$ cat src/rtl/alu_bist_driver.sv
// Self-test initiator for the 4-bit ALU: sweeps all 1024 {F,X,Y} vectors, checks each
// result against a golden model after SETTLE_CYCLES, and keeps an error count plus the first failing index.
module alu_bist_driver #(
  parameter int SETTLE_CYCLES = 2
) (
  input  logic       clk,
  input  logic       rst_n,
  input  logic       start,
  input  logic       abort,
  input  logic [3:0] alu_result,
  output logic [3:0] x_out,
  output logic [3:0] y_out,
  output logic [1:0] f_out,
  output logic       busy,
  output logic       done,
  output logic       pass,
  output logic [7:0] err_count,
  output logic [9:0] first_fail_vec,
  output logic       first_fail_valid
);

  typedef enum logic [1:0] {S_IDLE, S_SETTLE, S_CHECK, S_DONE} state_t;

  localparam logic [3:0] LP_SETTLE_LAST = 4'(SETTLE_CYCLES - 1);

  state_t     r_state;
  logic [9:0] r_vec;
  logic [3:0] r_settle;
  logic [3:0] r_x;
  logic [3:0] r_y;
  logic [1:0] r_f;
  logic       r_busy;
  logic       r_done;
  logic [7:0] r_err;
  logic [9:0] r_ffv;
  logic       r_ffvld;

  logic [3:0] w_x;
  logic [3:0] w_y;
  logic [3:0] w_golden;
  logic       w_mismatch;
  logic [9:0] w_vec_nxt;

  assign w_x = r_vec[7:4];
  assign w_y = r_vec[3:0];

  always_comb begin
    w_golden = 4'h0;
    unique case (r_vec[9:8])
      2'b00:   w_golden = w_x + w_y;
      2'b01:   w_golden = w_x + ~w_y + 4'd1;
      2'b10:   w_golden = w_x ^ w_y;
      default: w_golden = ~(w_x ^ w_y);
    endcase
  end

  assign w_mismatch = (alu_result != w_golden);
  assign w_vec_nxt  = r_vec + 10'd1;

  always_ff @(posedge clk or negedge rst_n) begin
    if (!rst_n) begin
      r_state  <= S_IDLE;
      r_vec    <= 10'd0;
      r_settle <= 4'd0;
      r_x      <= 4'd0;
      r_y      <= 4'd0;
      r_f      <= 2'd0;
      r_busy   <= 1'b0;
      r_done   <= 1'b0;
      r_err    <= 8'd0;
      r_ffv    <= 10'd0;
      r_ffvld  <= 1'b0;
    end else if (abort) begin
      // Abort drops the sweep but keeps the results gathered so far.
      r_state  <= S_IDLE;
      r_vec    <= 10'd0;
      r_settle <= 4'd0;
      r_x      <= 4'd0;
      r_y      <= 4'd0;
      r_f      <= 2'd0;
      r_busy   <= 1'b0;
      r_done   <= 1'b0;
    end else begin
      unique case (r_state)
        S_IDLE, S_DONE: begin
          if (start) begin
            r_state  <= S_SETTLE;
            r_vec    <= 10'd0;
            r_settle <= 4'd0;
            r_x      <= 4'd0;
            r_y      <= 4'd0;
            r_f      <= 2'd0;
            r_busy   <= 1'b1;
            r_done   <= 1'b0;
            r_err    <= 8'd0;
            r_ffv    <= 10'd0;
            r_ffvld  <= 1'b0;
          end
        end
        S_SETTLE: begin
          if (r_settle == LP_SETTLE_LAST) begin
            r_state  <= S_CHECK;
            r_settle <= 4'd0;
          end else begin
            r_settle <= r_settle + 4'd1;
          end
        end
        S_CHECK: begin
          if (w_mismatch) begin
            if (r_err != 8'hFF) r_err <= r_err + 8'd1;
            if (!r_ffvld) begin
              r_ffv   <= r_vec;
              r_ffvld <= 1'b1;
            end
          end
          if (r_vec == 10'h3FF) begin
            r_state <= S_DONE;
            r_busy  <= 1'b0;
            r_done  <= 1'b1;
          end else begin
            r_state <= S_SETTLE;
            r_vec   <= w_vec_nxt;
            r_f     <= w_vec_nxt[9:8];
            r_x     <= w_vec_nxt[7:4];
            r_y     <= w_vec_nxt[3:0];
          end
        end
        default: r_state <= S_IDLE;
      endcase
    end
  end

  assign x_out            = r_x;
  assign y_out            = r_y;
  assign f_out            = r_f;
  assign busy             = r_busy;
  assign done             = r_done;
  assign err_count        = r_err;
  assign first_fail_vec   = r_ffv;
  assign first_fail_valid = r_ffvld;
  assign pass             = r_done && (r_err == 8'd0);

endmodule

$ cat config.mk
export PLATFORM = sky130hd
export DESIGN_NAME = alu_bist_driver
export DESIGN_NICKNAME = d
export VERILOG_FILES = /design/src/rtl/alu_bist_driver.sv
export SDC_FILE = /design/constraint.sdc
export NUM_CORES = 1
export LEC_CHECK = 0
export BUFFER_PORTS_ARGS = -buffer_cell sky130_fd_sc_hd__buf_4
export CAP_MARGIN = 20
export CORE_ASPECT_RATIO = 1.5
export CORE_UTILIZATION = 41
export DETAILED_ROUTE_END_ITERATION = 7
export SYNTH_ARGS = -nofsm -noshare
export SYNTH_HDL_FRONTEND = slang
export SYNTH_SLANG_ARGS = --single-unit
$ cat constraint.sdc
create_clock -name clk -period 3.8 [get_ports clk]
set_input_delay 0.19 -clock clk [delete_from_list [all_inputs] [get_ports clk]]
set_output_delay 0.19 -clock clk [all_outputs]
set_load 0.1 [all_outputs]
==> metrics, run 1 <==
antenna violations before repair 0; mux contribution to synthesized area 5.33%; number of gates resized after CTS 0; actual transition at the worst max-transition pin 0.836 ns; leading cell types in the layout, fill and taps excluded 41 x sky130_fd_sc_hd__buf_4, 37 x sky130_fd_sc_hd__dfrtp_1, 32 x sky130_fd_sc_hd__nand2_1; Largest stage delay, worst path 0.46 ns; quantity of hold-fixing buffers added after cts 1; initial core utilization 42.2%; number of flops mapped to enable cells by yosys 0; buffer depth of the longest clock path 2; dominant register cell in the synthesized netlist sky130_fd_sc_hd__dfrtp_1; number of diodes added for antenna fixing 0; most common cell after layout, fill and taps aside sky130_fd_sc_hd__buf_4; final total negative setup slack 0 ns; cell count after synthesis 256; post-route antenna net violation count 0; highest achievable clock rate 346 MHz; endpoints failing hold 0; synthesis-stage register bit count 37; worst-case clock skew 0.00245 ns; final design instance area without fill 2750 sq um; root buffer cell sky130_fd_sc_hd__clkbuf_8; area share of the leading cell type in the synthesized netlist 40.2%; post-layout net count 319; required time of the critical path 4.00 ns; Gate power share 38.9%; unrepaired setup endpoints after global routing false; outcome complete, no violations; first-pass detailed-route iteration total 4; share of total power consumed by net switching 41.4%; overall die area 5930 sq um; power density cells 430 nW/um^2; total vias in the final route 1892; warning count from the yosys run 0; path class of the lowest-slack min-delay path input pin to flop; crit path time final 2.89 ns; Post-Synth XOR/XNOR Area 6.09%; detailed-route DRC error count 0; cell at the slowest stage of the critical path sky130_fd_sc_hd__dfrtp_1; kind of cell with the highest combined delay on the critical path compound AO/OA/AOI/OAI gates; number of global-route vias before repair 1905; Post-Synthesis Mean Instance Area 8.99 sq um; CTS H-tree depth 2; Compound-Gate Fraction of Synth Area 13.5%; initial DRC count 102; routed wire length per instance 14.1 um; die extent in y 93.8 um; fin crit share 76.1%; Core Box Area 5450 sq um; element type at the critical path start flop; Via-to-Cell Ratio 5.16; post-place instance area 2660 sq um; proportion of power drawn by flip-flops and latches 38.4%; max-slew violation count 0; worst vdd rail ir drop 0.000182 V; clock transition at the registers of the reported paths 0.07 ns; area added between synthesis and finish 19.4%; proportion of synthesized flip-flops having asynchronous set or reset 100%; main combinational cell family by area after synthesis simple AND/OR/NAND/NOR gates; Synth Area in Adders 8.80%; leading area contributor after synthesis sky130_fd_sc_hd__dfrtp_1; Synth area leaders sky130_fd_sc_hd__dfrtp_1 40%, sky130_fd_sc_hd__ha_1 7.1%, sky130_fd_sc_hd__nand2_1 5.2%, sky130_fd_sc_hd__mux2i_1 4.3%, sky130_fd_sc_hd__xnor2_1 4.2%; maximum number of pins on one net before global-route repair 38; Skew-Pair Late Insertion Delay 0.29 ns; wire length of the first global-routing pass 8870 um; critical-path maximum fanout 10; critical setup path kind flop to flop; max-cap violations 0; final HPWL from detailed placement 3870 um; Finish-stage setup viols 0; final wirelength 5190 um; CP cell instances ha_1 -> inv_1 -> fa_1 -> nor2b_1 -> a211oi_1 -> a21oi_1 -> xnor2_1 -> or3_4 -> o2111ai_2 -> mux2i_1; Leakage 0.00125 uW; area fraction in and, or, nand and nor cells after synthesis 20.3%; clock buffer count from CTS 5; Switch Pwr 489 uW; total track usage 19.4%; share of post-route cells with drive strength above 1 18.5%; total internal power 692 uW; sequential share of the synthesized area 40.2%; number of buffers and inverters on the critical path 1; I/O pin count 40; CTS tree built; Syn Nets 279; leftover overflow at the end of global routing 0; # Post-CTS Setup Buffers 0; number of port buffers 39; Final GP Congestion 0.760; number of rows in the core area 33; proportion of power drawn by the clock network 22.7%; CP arrival 3.10 ns; combined area of all synthesized cells 2300 sq um; Max transition margin 44.3%; clock net sink count 37; overall die width 63.2 um; distinct cell type count of the synthesized netlist 45; kind of end point of the critical path flop
-- registers in the layout (all words and copies together) (netlist names) --
name              count
busy                  1
done                  1
err_count             8
first_fail_valid      1
first_fail_vec       10
r_settle              4
r_state               2
r_vec                10
-- synth_stat cells, drive strengths merged, types with 2 or more instances --
| library cell | instances |
|---|---|
| a211oi | 2 |
| a21oi | 10 |
| a31oi | 2 |
| and3 | 2 |
| buf | 4 |
| clkbuf | 5 |
| dfrtp | 37 |
| fa | 2 |
| ha | 13 |
| inv | 23 |
| mux2 | 2 |
| mux2i | 10 |
| nand2 | 32 |
| nand2b | 9 |
| nand3 | 9 |
| nand3b | 3 |
| nand4 | 3 |
| nor2 | 22 |
| nor2b | 2 |
| nor3 | 6 |
| o21ai | 15 |
| o311ai | 3 |
| o31ai | 6 |
| or2 | 3 |
| xnor2 | 11 |
| xor2 | 5 |
-- cell families (layout without fill, tap and decap cells) --
| group | after synthesis | after routing |
|---|---|---|
| AOI/OAI and AO/OA | 47 | 47 |
| xor gates and xnor gates | 16 | 16 |
| adders and majority gates | 15 | 15 |
| buffers and inverters | 32 | 73 |
| DFF | 37 | 37 |
| muxes | 12 | 12 |
| and+or+nand+nor | 97 | 97 |
-- path summary, 6_finish.rpt --
kind | start | to | slack (ns) | depth (start not counted)
max in group asynchronous | rst_n | r_vec[5] | 3.06 | 2
worst max-delay path | r_vec[0] | first_fail_vec[1] | 0.91 | 10
worst max register to register | r_vec[0] | first_fail_vec[1] | 0.91 | 10
worst min register to register | r_settle[3] | r_settle[3] | 0.49 | 1
min in group asynchronous | rst_n | first_fail_vec[9] | 0.40 | 2
worst min-delay path | abort | busy | 0.15 | 2
-- power by group through the flow --
stage,logic [uW],clock network [uW],registers [uW]
detailed placement,467,0,462
finish,459,268,454
global placement,464,0,460
floorplan,263,0,556
global route,503,299,459
CTS,468,281,454
-- area by class of cell --
cell class	instances	area, sq um
Fill cell	591	2700
Tap cell	70	87.6
Timing Repair Buffer	42	318
Sequential cell	37	926
Clock buffer	8	80.1
Multi-Input combinational cell	187	1250
Inverter	23	86.3
-- worst reg2reg max path, cell delays in order (launching register included) --
cell and delay [ns]:
sky130_fd_sc_hd__dfrtp_1 0.46, sky130_fd_sc_hd__ha_1 0.21, sky130_fd_sc_hd__inv_1 0.08, sky130_fd_sc_hd__fa_1 0.40, sky130_fd_sc_hd__nor2b_1 0.14, sky130_fd_sc_hd__a211oi_1 0.23
sky130_fd_sc_hd__a21oi_1 0.09, sky130_fd_sc_hd__xnor2_1 0.18, sky130_fd_sc_hd__or3_4 0.41, sky130_fd_sc_hd__o2111ai_2 0.35, sky130_fd_sc_hd__mux2i_1 0.28
-- per-stage QoR --
step | cells | util, % | hold slack (ns) | setup slack [ns] | total power [uW]
after global routing | 367 | 50.4 | 0.148 | 0.689 | 1260
after global placement | 358 | 48.8 | 0.190 | 0.960 | 924
final | 367 | 50.4 | 0.150 | 0.907 | 1180
after CTS | 367 | 50.4 | 0.149 | 0.857 | 1200
after floorplan | 256 | - | -0.106 | 0.544 | 819
after detailed placement | 358 | 48.8 | 0.192 | 0.868 | 929
-- layer usage --
| layer | vias to the layer above | share of wire (%) | track usage [%] |
|---|---|---|---|
| met4 | 0 | 1.4 | 5.68 |
| met3 | 5 | 3.0 | 4.25 |
| li1 | 945 | - | - |
| met2 | 31 | 52 | 35.2 |
| met5 | - | 0 | 0 |
| met1 | 911 | 44 | 22.6 |
No activity file was read; power rests on OpenSTA's default activity.
==> run 2: changes to the inputs <==
==> constraint.sdc (replaced) <==
create_clock -name clk -period 2.95 [get_ports clk]
set_input_delay 0.1475 -clock clk [delete_from_list [all_inputs] [get_ports clk]]
set_output_delay 0.1475 -clock clk [all_outputs]
set_load 0.1 [all_outputs]
==> run 2 against run 1 <==
Compared with the run above: die area stayed put; hold slack worse by 0.050 ns; register-to-register slack worse by 0.67 ns; first-iteration DRC count is 18% lower; highest routed layer unchanged; largest cell class unchanged; critical endpoint is now first_fail_vec[4]; clock skew is 0.0059 ns higher; flip-flop and latch count stayed put; wire length is 0.12% higher; maximum frequency is 6.7% higher.
==> metrics, run 2 (same netlist as run 1, synthesis figures left out) <==
final HPWL from detailed placement 3860 um; final total negative setup slack 0 ns; final wirelength 5200 um; highest achievable clock rate 369 MHz; post-layout net count 323; worst setup timing slack at the placement stage 0.112 ns; root buffer cell sky130_fd_sc_hd__clkbuf_8; share of post-route cells with drive strength above 1 21.9%; unrepaired setup endpoints after global routing false; CP arrival 2.92 ns; overall die area 5930 sq um; overall die width 63.2 um; hold depth 2; outcome complete, no violations; CTS H-tree depth 2; element type at the critical path start flop; slack of the critical path 0.239 ns; number of diodes added for antenna fixing 0; max-cap violations 0; number of global-route vias before repair 1831; HP Start abort; leftover overflow at the end of global routing 0; antenna violations before repair 0; Final GP Congestion 0.874; initial core utilization 42.2%; wire length of the first global-routing pass 8570 um; CP cell instances ha_1 -> inv_1 -> fa_1 -> nor2b_1 -> a211oi_1 -> a21oi_1 -> xnor2_1 -> or3_4 -> o2111ai_4 -> mux2i_1; buffer depth of the longest clock path 2; most common cell after layout, fill and taps aside sky130_fd_sc_hd__buf_4; first-pass detailed-route iteration total 4; clock buffer count from CTS 5; worst-case clock skew 0.00833 ns; leading cell types in the layout, fill and taps excluded 45 x sky130_fd_sc_hd__buf_4, 32 x sky130_fd_sc_hd__nand2_1, 31 x sky130_fd_sc_hd__dfrtp_1; total vias in the final route 1941; routed wire length per instance 14.0 um; CTS tree built; detailed-route DRC error count 0; number of cell instances on the worst register-to-register path 10; post-route antenna net violation count 0; number of rows in the core area 33; PnR Total Power 1560 uW; max-slew violation count 0; startpoint of the worst register-to-register path r_vec[0]; maximum number of pins on one net before global-route repair 38; destination of the worst register-to-register timing path first_fail_vec[4]; power density cells 554 nW/um^2; I/O pin count 40; critical setup path kind flop to flop; Core Box Area 5450 sq um; area added between synthesis and finish 22.3%; utilization of the core after routing 51.7%; initial DRC count 84; number of port buffers 39; clock transition at the registers of the reported paths 0.08 ns; Skew-Pair Late Insertion Delay 0.29 ns; kind of end point of the critical path flop; critical-path maximum fanout 10; Finish-stage setup viols 0; # fillers 552; # Post-CTS Setup Buffers 0; smallest hold slack 0.100 ns; setup slack, reg-to-reg 0.24 ns; Leakage 0.00127 uW; worst vdd rail ir drop 0.000249 V; actual transition at the worst max-transition pin 0.656 ns; endpoint with the worst hold slack busy; endpoints failing hold 0; required time of the critical path 3.16 ns; fin crit share 91.9%; crit path time final 2.71 ns; cell at the slowest stage of the critical path sky130_fd_sc_hd__dfrtp_2; Via-to-Cell Ratio 5.23; die extent in y 93.8 um; clock net sink count 37; total track usage 18.7%; Largest stage delay, worst path 0.46 ns; Max transition margin 56.0%; path class of the lowest-slack min-delay path input pin to flop
-- run 2: worst max path at each step --
stage | startpoint | endpoint | slack [ns] | depth (start not counted)
floorplan | r_vec[0] | first_fail_valid | 0.06 | 9
finish | r_vec[0] | first_fail_vec[4] | 0.24 | 10
global placement | r_vec[4] | first_fail_vec[8] | 0.22 | 10
detailed placement | r_vec[4] | first_fail_vec[4] | 0.11 | 10
CTS | r_vec[0] | first_fail_vec[4] | 0.12 | 10
global route | r_vec[0] | first_fail_vec[4] | 0.1 | 10
-- run 2: per-layer routing --
layer  vias to the layer above  part of all wire, %  GRT usage [%]
li1                        952                    -              -
met1                       936                   41           20.7
met5                         -                    0              0
met3                         9                  3.0           3.03
met4                         0                  2.4           8.14
met2                        44                   53           34.6
-- run 2: stage by stage --
stage	instance area, sq um	std cells
final	2820	371
after global routing	2820	371
after CTS	2810	371
after detailed placement	2710	362
after global placement	2710	362
after floorplan	2320	256
-- run 2: final cells by class --
class	count	area [sq um]	share of cell area [%]
sequential	37	933	33.1
inverter	23	86.3	3.07
timing repair buffer	46	348	12.4
clock buffer	8	90.1	3.20
tap	70	87.6	3.11
multi-input combinational	187	1270	45.1
-- run 2: critical path: cells and delay by family (launching register included) --
family	cells	cell delay [ns]
fa+ha+maj	2	0.59
simple gates	2	0.55
compound gates	3	0.53
flops	1	0.46
mux	1	0.25
xor+xnor	1	0.17
buf+inv	1	0.08
-- run 2: power breakdown --
group	internal, uW	switching [uW]	total [uW]
Sequential	545	38.8	584
Combinational	190	418	608
Clock	191	178	369
Total	925	635	1560
-- run 2: what timing repair did --
item,in CTS,in global routing
endpoints found under the hold margin,37,0
hold buffers,1,0
resized for setup,0,1
setup endpoints to repair,0,1
